[src/rtl/tea_host_if.sv]
// Bus bundle between a system master, the tea_host sequencer and a tea_interface core.
// slave is the sequencer's view; master is the surrounding environment (requester plus core).
interface tea_host_if;
  logic         req_valid;
  logic         req_ready;
  logic         req_mode;
  logic         req_rekey;
  logic [127:0] req_key;
  logic [63:0]  req_data;
  logic         rsp_valid;
  logic         rsp_ready;
  logic [63:0]  rsp_data;
  logic         rsp_timeout;
  logic [63:0]  core_in;
  logic         core_mode;
  logic         core_reset;
  logic         core_write;
  logic [63:0]  core_out;
  logic         core_out_ready;

  modport master (
    output req_valid, req_mode, req_rekey, req_key, req_data, rsp_ready,
           core_out, core_out_ready,
    input  req_ready, rsp_valid, rsp_data, rsp_timeout,
           core_in, core_mode, core_reset, core_write
  );

  modport slave (
    input  req_valid, req_mode, req_rekey, req_key, req_data, rsp_ready,
           core_out, core_out_ready,
    output req_ready, rsp_valid, rsp_data, rsp_timeout,
           core_in, core_mode, core_reset, core_write
  );
endinterface

[src/rtl/tea_host.sv]
// Initiator-side sequencer for tea_interface: loads the key when needed, writes one block,
// waits for the core's out_ready rising edge (or a timeout) and returns the result.
module tea_host #(
  parameter int unsigned TIMEOUT   = 64,
  parameter int unsigned TIMEOUT_W = 8
) (
  input logic       clk,
  input logic       reset,
  tea_host_if.slave bus
);

  typedef enum logic [2:0] {
    S_IDLE   = 3'd0,
    S_KEY_HI = 3'd1,
    S_KEY_LO = 3'd2,
    S_WRITE  = 3'd3,
    S_WAIT   = 3'd4,
    S_RESP   = 3'd5
  } state_e;

  localparam logic [TIMEOUT_W-1:0] CNT_MAX = TIMEOUT_W'(TIMEOUT);
  localparam logic [TIMEOUT_W-1:0] CNT_ONE = TIMEOUT_W'(1);

  state_e               state_q, state_d;
  logic [127:0]         key_q, key_d;
  logic [63:0]          data_q, data_d;
  logic                 mode_q, mode_d;
  logic                 key_loaded_q, key_loaded_d;
  logic [TIMEOUT_W-1:0] cnt_q, cnt_d;
  logic                 rdy_q, rdy_d;
  logic                 req_ready_q, req_ready_d;
  logic                 rsp_valid_q, rsp_valid_d;
  logic [63:0]          rsp_data_q, rsp_data_d;
  logic                 rsp_timeout_q, rsp_timeout_d;
  logic [63:0]          core_in_q, core_in_d;
  logic                 core_mode_q, core_mode_d;
  logic                 core_reset_q, core_reset_d;
  logic                 core_write_q, core_write_d;

  logic                 accept_s;
  logic                 done_s;
  logic [TIMEOUT_W-1:0] cnt_inc_s;
  logic                 timeout_s;

  assign accept_s  = bus.req_valid && req_ready_q;
  // Only a fresh rising edge completes a request; a level left high by a previous op does not.
  assign done_s    = bus.core_out_ready && !rdy_q;
  // cnt_inc_s is the number of WAIT cycles spent including the current one.
  assign cnt_inc_s = (cnt_q == CNT_MAX) ? cnt_q : (cnt_q + CNT_ONE);
  assign timeout_s = (cnt_inc_s == CNT_MAX);

  // State and datapath registers with synchronous reset.
  always_ff @(posedge clk) begin
    if (reset) begin
      state_q       <= S_IDLE;
      key_q         <= 128'd0;
      data_q        <= 64'd0;
      mode_q        <= 1'b0;
      key_loaded_q  <= 1'b0;
      cnt_q         <= {TIMEOUT_W{1'b0}};
      rdy_q         <= 1'b0;
      req_ready_q   <= 1'b1;
      rsp_valid_q   <= 1'b0;
      rsp_data_q    <= 64'd0;
      rsp_timeout_q <= 1'b0;
      core_in_q     <= 64'd0;
      core_mode_q   <= 1'b0;
      core_reset_q  <= 1'b0;
      core_write_q  <= 1'b0;
    end else begin
      state_q       <= state_d;
      key_q         <= key_d;
      data_q        <= data_d;
      mode_q        <= mode_d;
      key_loaded_q  <= key_loaded_d;
      cnt_q         <= cnt_d;
      rdy_q         <= rdy_d;
      req_ready_q   <= req_ready_d;
      rsp_valid_q   <= rsp_valid_d;
      rsp_data_q    <= rsp_data_d;
      rsp_timeout_q <= rsp_timeout_d;
      core_in_q     <= core_in_d;
      core_mode_q   <= core_mode_d;
      core_reset_q  <= core_reset_d;
      core_write_q  <= core_write_d;
    end
  end

  // Next-state logic.
  always_comb begin
    state_d = state_q;
    case (state_q)
      S_IDLE: begin
        if (accept_s) begin
          state_d = (bus.req_rekey || !key_loaded_q) ? S_KEY_HI : S_WRITE;
        end else begin
          state_d = S_IDLE;
        end
      end
      S_KEY_HI: state_d = S_KEY_LO;
      S_KEY_LO: state_d = S_WRITE;
      S_WRITE:  state_d = S_WAIT;
      S_WAIT: begin
        if (done_s || timeout_s) begin
          state_d = S_RESP;
        end else begin
          state_d = S_WAIT;
        end
      end
      S_RESP: begin
        if (bus.rsp_ready) begin
          state_d = S_IDLE;
        end else begin
          state_d = S_RESP;
        end
      end
      default: state_d = S_IDLE;
    endcase
  end

  // Datapath updates and output decode from the next state.
  always_comb begin
    if (accept_s) begin
      key_d  = bus.req_key;
      data_d = bus.req_data;
      mode_d = bus.req_mode;
    end else begin
      key_d  = key_q;
      data_d = data_q;
      mode_d = mode_q;
    end

    key_loaded_d  = key_loaded_q;
    cnt_d         = cnt_q;
    rsp_data_d    = rsp_data_q;
    rsp_timeout_d = rsp_timeout_q;
    rdy_d         = bus.core_out_ready;

    case (state_q)
      S_KEY_LO: key_loaded_d = 1'b1;
      S_WRITE:  cnt_d = {TIMEOUT_W{1'b0}};
      S_WAIT: begin
        cnt_d = cnt_inc_s;
        // An edge in the final WAIT cycle still beats the timeout.
        if (done_s) begin
          rsp_data_d    = bus.core_out;
          rsp_timeout_d = 1'b0;
        end else if (timeout_s) begin
          rsp_data_d    = 64'd0;
          rsp_timeout_d = 1'b1;
          key_loaded_d  = 1'b0;
        end else begin
          rsp_data_d    = rsp_data_q;
          rsp_timeout_d = rsp_timeout_q;
        end
      end
      default: cnt_d = cnt_q;
    endcase

    req_ready_d  = (state_d == S_IDLE);
    rsp_valid_d  = (state_d == S_RESP);
    core_in_d    = 64'd0;
    core_mode_d  = 1'b0;
    core_reset_d = 1'b0;
    core_write_d = 1'b0;

    // key_d/data_d/mode_d already carry the request being accepted this cycle.
    case (state_d)
      S_KEY_HI: begin
        core_reset_d = 1'b1;
        core_in_d    = key_d[127:64];
      end
      S_KEY_LO: core_in_d = key_d[63:0];
      S_WRITE: begin
        core_write_d = 1'b1;
        core_in_d    = data_d;
        core_mode_d  = mode_d;
      end
      S_WAIT:  core_mode_d = mode_d;
      default: core_in_d = 64'd0;
    endcase
  end

  assign bus.req_ready   = req_ready_q;
  assign bus.rsp_valid   = rsp_valid_q;
  assign bus.rsp_data    = rsp_data_q;
  assign bus.rsp_timeout = rsp_timeout_q;
  assign bus.core_in     = core_in_q;
  assign bus.core_mode   = core_mode_q;
  assign bus.core_reset  = core_reset_q;
  assign bus.core_write  = core_write_q;

endmodule
[src/flat_wrapper.sv]
// flat-port wrapper written by rule: the top's interface ports become plain ports
module tea_host_flat 
#(
  parameter int unsigned TIMEOUT   = 64,
  parameter int unsigned TIMEOUT_W = 8
)
  (clk, reset, bus_req_valid, bus_req_mode, bus_req_rekey, bus_req_key, bus_req_data, bus_rsp_ready, bus_core_out, bus_core_out_ready, bus_req_ready, bus_rsp_valid, bus_rsp_data, bus_rsp_timeout, bus_core_in, bus_core_mode, bus_core_reset, bus_core_write);
  tea_host_if bus_i ();
  input logic clk;
  input logic reset;
  input wire logic [$bits(bus_i.req_valid)-1:0] bus_req_valid;
  input wire logic [$bits(bus_i.req_mode)-1:0] bus_req_mode;
  input wire logic [$bits(bus_i.req_rekey)-1:0] bus_req_rekey;
  input wire logic [$bits(bus_i.req_key)-1:0] bus_req_key;
  input wire logic [$bits(bus_i.req_data)-1:0] bus_req_data;
  input wire logic [$bits(bus_i.rsp_ready)-1:0] bus_rsp_ready;
  input wire logic [$bits(bus_i.core_out)-1:0] bus_core_out;
  input wire logic [$bits(bus_i.core_out_ready)-1:0] bus_core_out_ready;
  output wire logic [$bits(bus_i.req_ready)-1:0] bus_req_ready;
  output wire logic [$bits(bus_i.rsp_valid)-1:0] bus_rsp_valid;
  output wire logic [$bits(bus_i.rsp_data)-1:0] bus_rsp_data;
  output wire logic [$bits(bus_i.rsp_timeout)-1:0] bus_rsp_timeout;
  output wire logic [$bits(bus_i.core_in)-1:0] bus_core_in;
  output wire logic [$bits(bus_i.core_mode)-1:0] bus_core_mode;
  output wire logic [$bits(bus_i.core_reset)-1:0] bus_core_reset;
  output wire logic [$bits(bus_i.core_write)-1:0] bus_core_write;
  assign bus_i.req_valid = bus_req_valid;
  assign bus_i.req_mode = bus_req_mode;
  assign bus_i.req_rekey = bus_req_rekey;
  assign bus_i.req_key = bus_req_key;
  assign bus_i.req_data = bus_req_data;
  assign bus_i.rsp_ready = bus_rsp_ready;
  assign bus_i.core_out = bus_core_out;
  assign bus_i.core_out_ready = bus_core_out_ready;
  assign bus_req_ready = bus_i.req_ready;
  assign bus_rsp_valid = bus_i.rsp_valid;
  assign bus_rsp_data = bus_i.rsp_data;
  assign bus_rsp_timeout = bus_i.rsp_timeout;
  assign bus_core_in = bus_i.core_in;
  assign bus_core_mode = bus_i.core_mode;
  assign bus_core_reset = bus_i.core_reset;
  assign bus_core_write = bus_i.core_write;
  tea_host #(.TIMEOUT(TIMEOUT), .TIMEOUT_W(TIMEOUT_W)) u_core (.clk(clk), .reset(reset), .bus(bus_i));
endmodule
[config.mk]
export PLATFORM = sky130hd
export DESIGN_NAME = tea_host_flat
export DESIGN_NICKNAME = d
export VERILOG_FILES = /design/src/rtl/tea_host_if.sv /design/src/rtl/tea_host.sv /design/src/flat_wrapper.sv
export SDC_FILE = /design/constraint.sdc
export NUM_CORES = 1
export LEC_CHECK = 0
export ABC_AREA = 1
export BUFFER_PORTS_ARGS = -buffer_cell sky130_fd_sc_hd__clkbuf_2
export CAP_MARGIN = 25
export CORE_MARGIN = 1
export CORE_UTILIZATION = 35
export CTS_CLUSTER_SIZE = 25
export DETAILED_ROUTE_END_ITERATION = 16
export GPL_ROUTABILITY_DRIVEN = 1
export HOLD_SLACK_MARGIN = 0.1
export PLACE_DENSITY_LB_ADDON = 0.3
export SYNTH_ARGS = -nofsm -noshare
export SYNTH_HDL_FRONTEND = slang
export SYNTH_SLANG_ARGS = --single-unit
export TNS_END_PERCENT = 1
[constraint.sdc]
create_clock -name clk -period 4.75 [get_ports clk]
set_input_delay 0.475 -clock clk [delete_from_list [all_inputs] [get_ports clk]]
set_output_delay 0.475 -clock clk [all_outputs]
set_load 0.01 [all_outputs]
==> reports/summary.txt <==
Hold Slack - 0.166 ns
Clk root buf - clkbuf_16
DRT antenna net count - 0
CTS resizes - 0
Die Width - 195 um
Area fraction of the dominant cell type after synthesis - 0.524
Hold_buf cts - 0
Pre-antenna DRT Iters - 4
Final instance area - 16400 um2
Gr usage total - 0.192
Final Net Count - 2073
Fmax - 0.374 GHz
Core Area - 36500 um2
Worst Tran Pin Value - 0.879 ns
Core Util, Final - 0.450
Hold Vio Cnt, Final - 0
Max cap viols - 0
Post-CTS Setup Inserts - 0
Final min period - 2.67 ns
Pin count of the biggest net entering global routing - 145
Synth Area in XOR/XNOR - 0.00270
Share of cells above drive strength 1 - 0.298
Reg2reg start - u_core.cnt_q[1]$_SDFFE_PP0P_
Drt drc - 0
IR drop worst, VDD - 0.294 mV
Area Overhead vs Synth - 26.6%
Deepest clock path buffer count - 3
Synth Instances - 1473
Routed WL - 37400 um
H-tree levels - 2
Worst EP required - 5.19 ns
Pwr dens - 516 nW/um2
Register area - 6810 um2
Crit Path Max Fanout - 34
Post-synthesis area per instance - 8.81 um2
Status - complete, no violations
I/O Pins - 397
Post-synthesis mux area share - 0.0995
Ys Warns - 0
HP Class - in2reg
Clock transition at path regs - 0.06 ns
Top cells by area, synth - dfxtp_1, mux2i_1, nor2_1
Worst Skew - 0.00822 ns
Worst skew pair latency - 0.53 ns
Initial antenna violation count - 2
Final Setup Violations - 0
Initial drt markers - 511
CTS Sinks - 340
Vias per std cell - 4.85
GRT overflow - 0
Vias in the first global route - 10916
Register area share after synthesis - 0.524
Adder-cell share of the synthesized area - 0.00193
Routed vias - 11184
Slew Limit Fails - 0
Hold Crit Start - bus_core_out_ready
DPL Wire Length - 25300 um
Die Y - 195 um
Setup tns final - 0 ns
Slew Limit Headroom - 0.414
Syn nets - 1738
Row count - 70
Synth Area in Simple Gates - 0.180
Count leader, synth - dfxtp_1
Synth Area in Compound Gates - 0.124
Worst Path Class, Setup - reg2reg
Post-synthesis cell type count - 30
TritonCTS clock tree - built
Commonest cells post-synth - dfxtp_1, nor2_1, nand2_1
Synth Register Bits - 340
Leakage power - 7.78 nW
Crit path from - u_core.cnt_q[1]$_SDFFE_PP0P_
Period Utilization, post-route - 0.562
Fill cells - 3634
Largest family of logic cells by synthesized area - simple AND/OR/NAND/NOR gates
Dpl cell area - 15200 um2
Type of origin of the critical path - flop
Async SR Flop Fraction - 0
Port bufs - 396
Worst path arrival time - 3.11 ns
Unrepaired setup endpoints after global routing - false
Largest area contributor in the netlist - dfxtp_1
First-pass GRT wire length - 58300 um
WL per Instance - 16.2 um
Worst setup EP type - flop
Initial Util - 0.355
Die Area - 37900 um2
CTS buffer count - 38
GP Congestion - 0.773
EDFF count, synth - 0
Ys flop type - dfxtp_1
Mapped cell area - 13000 um2
Footprint of the multi-input gates - 5340 um2
state kept, by name, indices dropped and copies added, names as in the netlist, 3 cells and up:
register             count
u_core.data_q           64
u_core.key_q           128
u_core.state_q           3
u_core.bus.core_in      64
u_core.cnt_q             8
u_core.bus.rsp_data     64
layer usage:
layer | track usage | wire length [um] | vias to the layer above | part of all wire
li1 | - | - | 5566 | -
met1 | 0.235 | 16200 | 5193 | 0.43
met4 | 0.0647 | 1020 | 2 | 0.027
met3 | 0.0581 | 2880 | 62 | 0.077
met5 | 0 | 11 | - | 0.00029
met2 | 0.319 | 17300 | 361 | 0.46
layout make-up:
cell class	instances	share of cell area
well taps	468	0.0356
clock buffers	58	0.0686
multi-input cells	932	0.325
diodes	1	0.000152
flip-flops and latches	340	0.414
repair buffers	409	0.130
inverters	87	0.0199
clock inverters	11	0.00632
cells in the final DEF (no fill, tap or decap), types with 3 or more instances in the layout:
cell / n
a21oi_1: 135
mux2i_1: 129
nand4_1: 64
buf_4: 9
clkbuf_16: 39
clkbuf_1: 11
xor2_1: 3
clkbuf_2: 395
dfxtp_1: 340
inv_1: 81
inv_2: 6
nand3_1: 10
clkinv_2: 6
clkbuf_8: 8
nor2_1: 215
o22a_1: 64
buf_12: 4
nand2_1: 159
or2_2: 66
o21ai_0: 67
critical path: stages, from the launching register on:
cell and delay [ns]:
dfxtp_1 0.42, ha_1 0.24, nand2_1 0.08, o21ai_0 0.28, nand3_1 0.14, nor2_2 0.10, nand3_2 0.16, nand3_4 0.38
buf_4 0.45, nand4_1 0.13, a21oi_1 0.18
metrics by stage:
step / power, mW / std cells / worst slack, ns
final: 8.47 / 2306 / 2.08
after global routing: 8.96 / 2306 / 1.78
after CTS: 8.60 / 2305 / 2.01
after detailed placement: 5.69 / 2236 / 1.73
after global placement: 5.65 / 2234 / 1.78
after floorplan: 4.99 / 1473 / 2.91
power by group:
part,switching (mW),leakage [nW],total (mW),internal (mW)
Clock,1.18,0.603,2.88,1.70
Sequential,0.132,2.78,3.40,3.27
Combinational,1.34,4.40,2.19,0.853
Total,2.65,7.78,8.47,5.82
path summary, 6_finish.rpt:
| kind | to | slack [ns] | cells past startpoint |
|---|---|---|---|
| worst max register to register | u_core.bus.core_in[1]$_SDFF_PP0_ | 2.08 | 10 |
| worst min-delay path | u_core.rdy_q$_SDFF_PP0_ | 0.17 | 3 |
| worst max-delay path | u_core.bus.core_in[1]$_SDFF_PP0_ | 2.08 | 10 |
| worst min register to register | u_core.bus.rsp_data[63]$_SDFFE_PP0P_ | 0.46 | 2 |
cell families (layout without fill, tap and decap cells):
group                    count (synthesis)  in the layout
AND/OR/NAND/NOR                        525            525
flip-flops                             340            340
AO/OA/AOI/OAI                          272            272
buffers and inverters                  201            565
multiplexers                           129            129
XOR/XNOR                                 4              4
adder cells (fa/ha/maj)                  2              2
other                                    0              1
No activity file was read; power rests on OpenSTA's default activity.
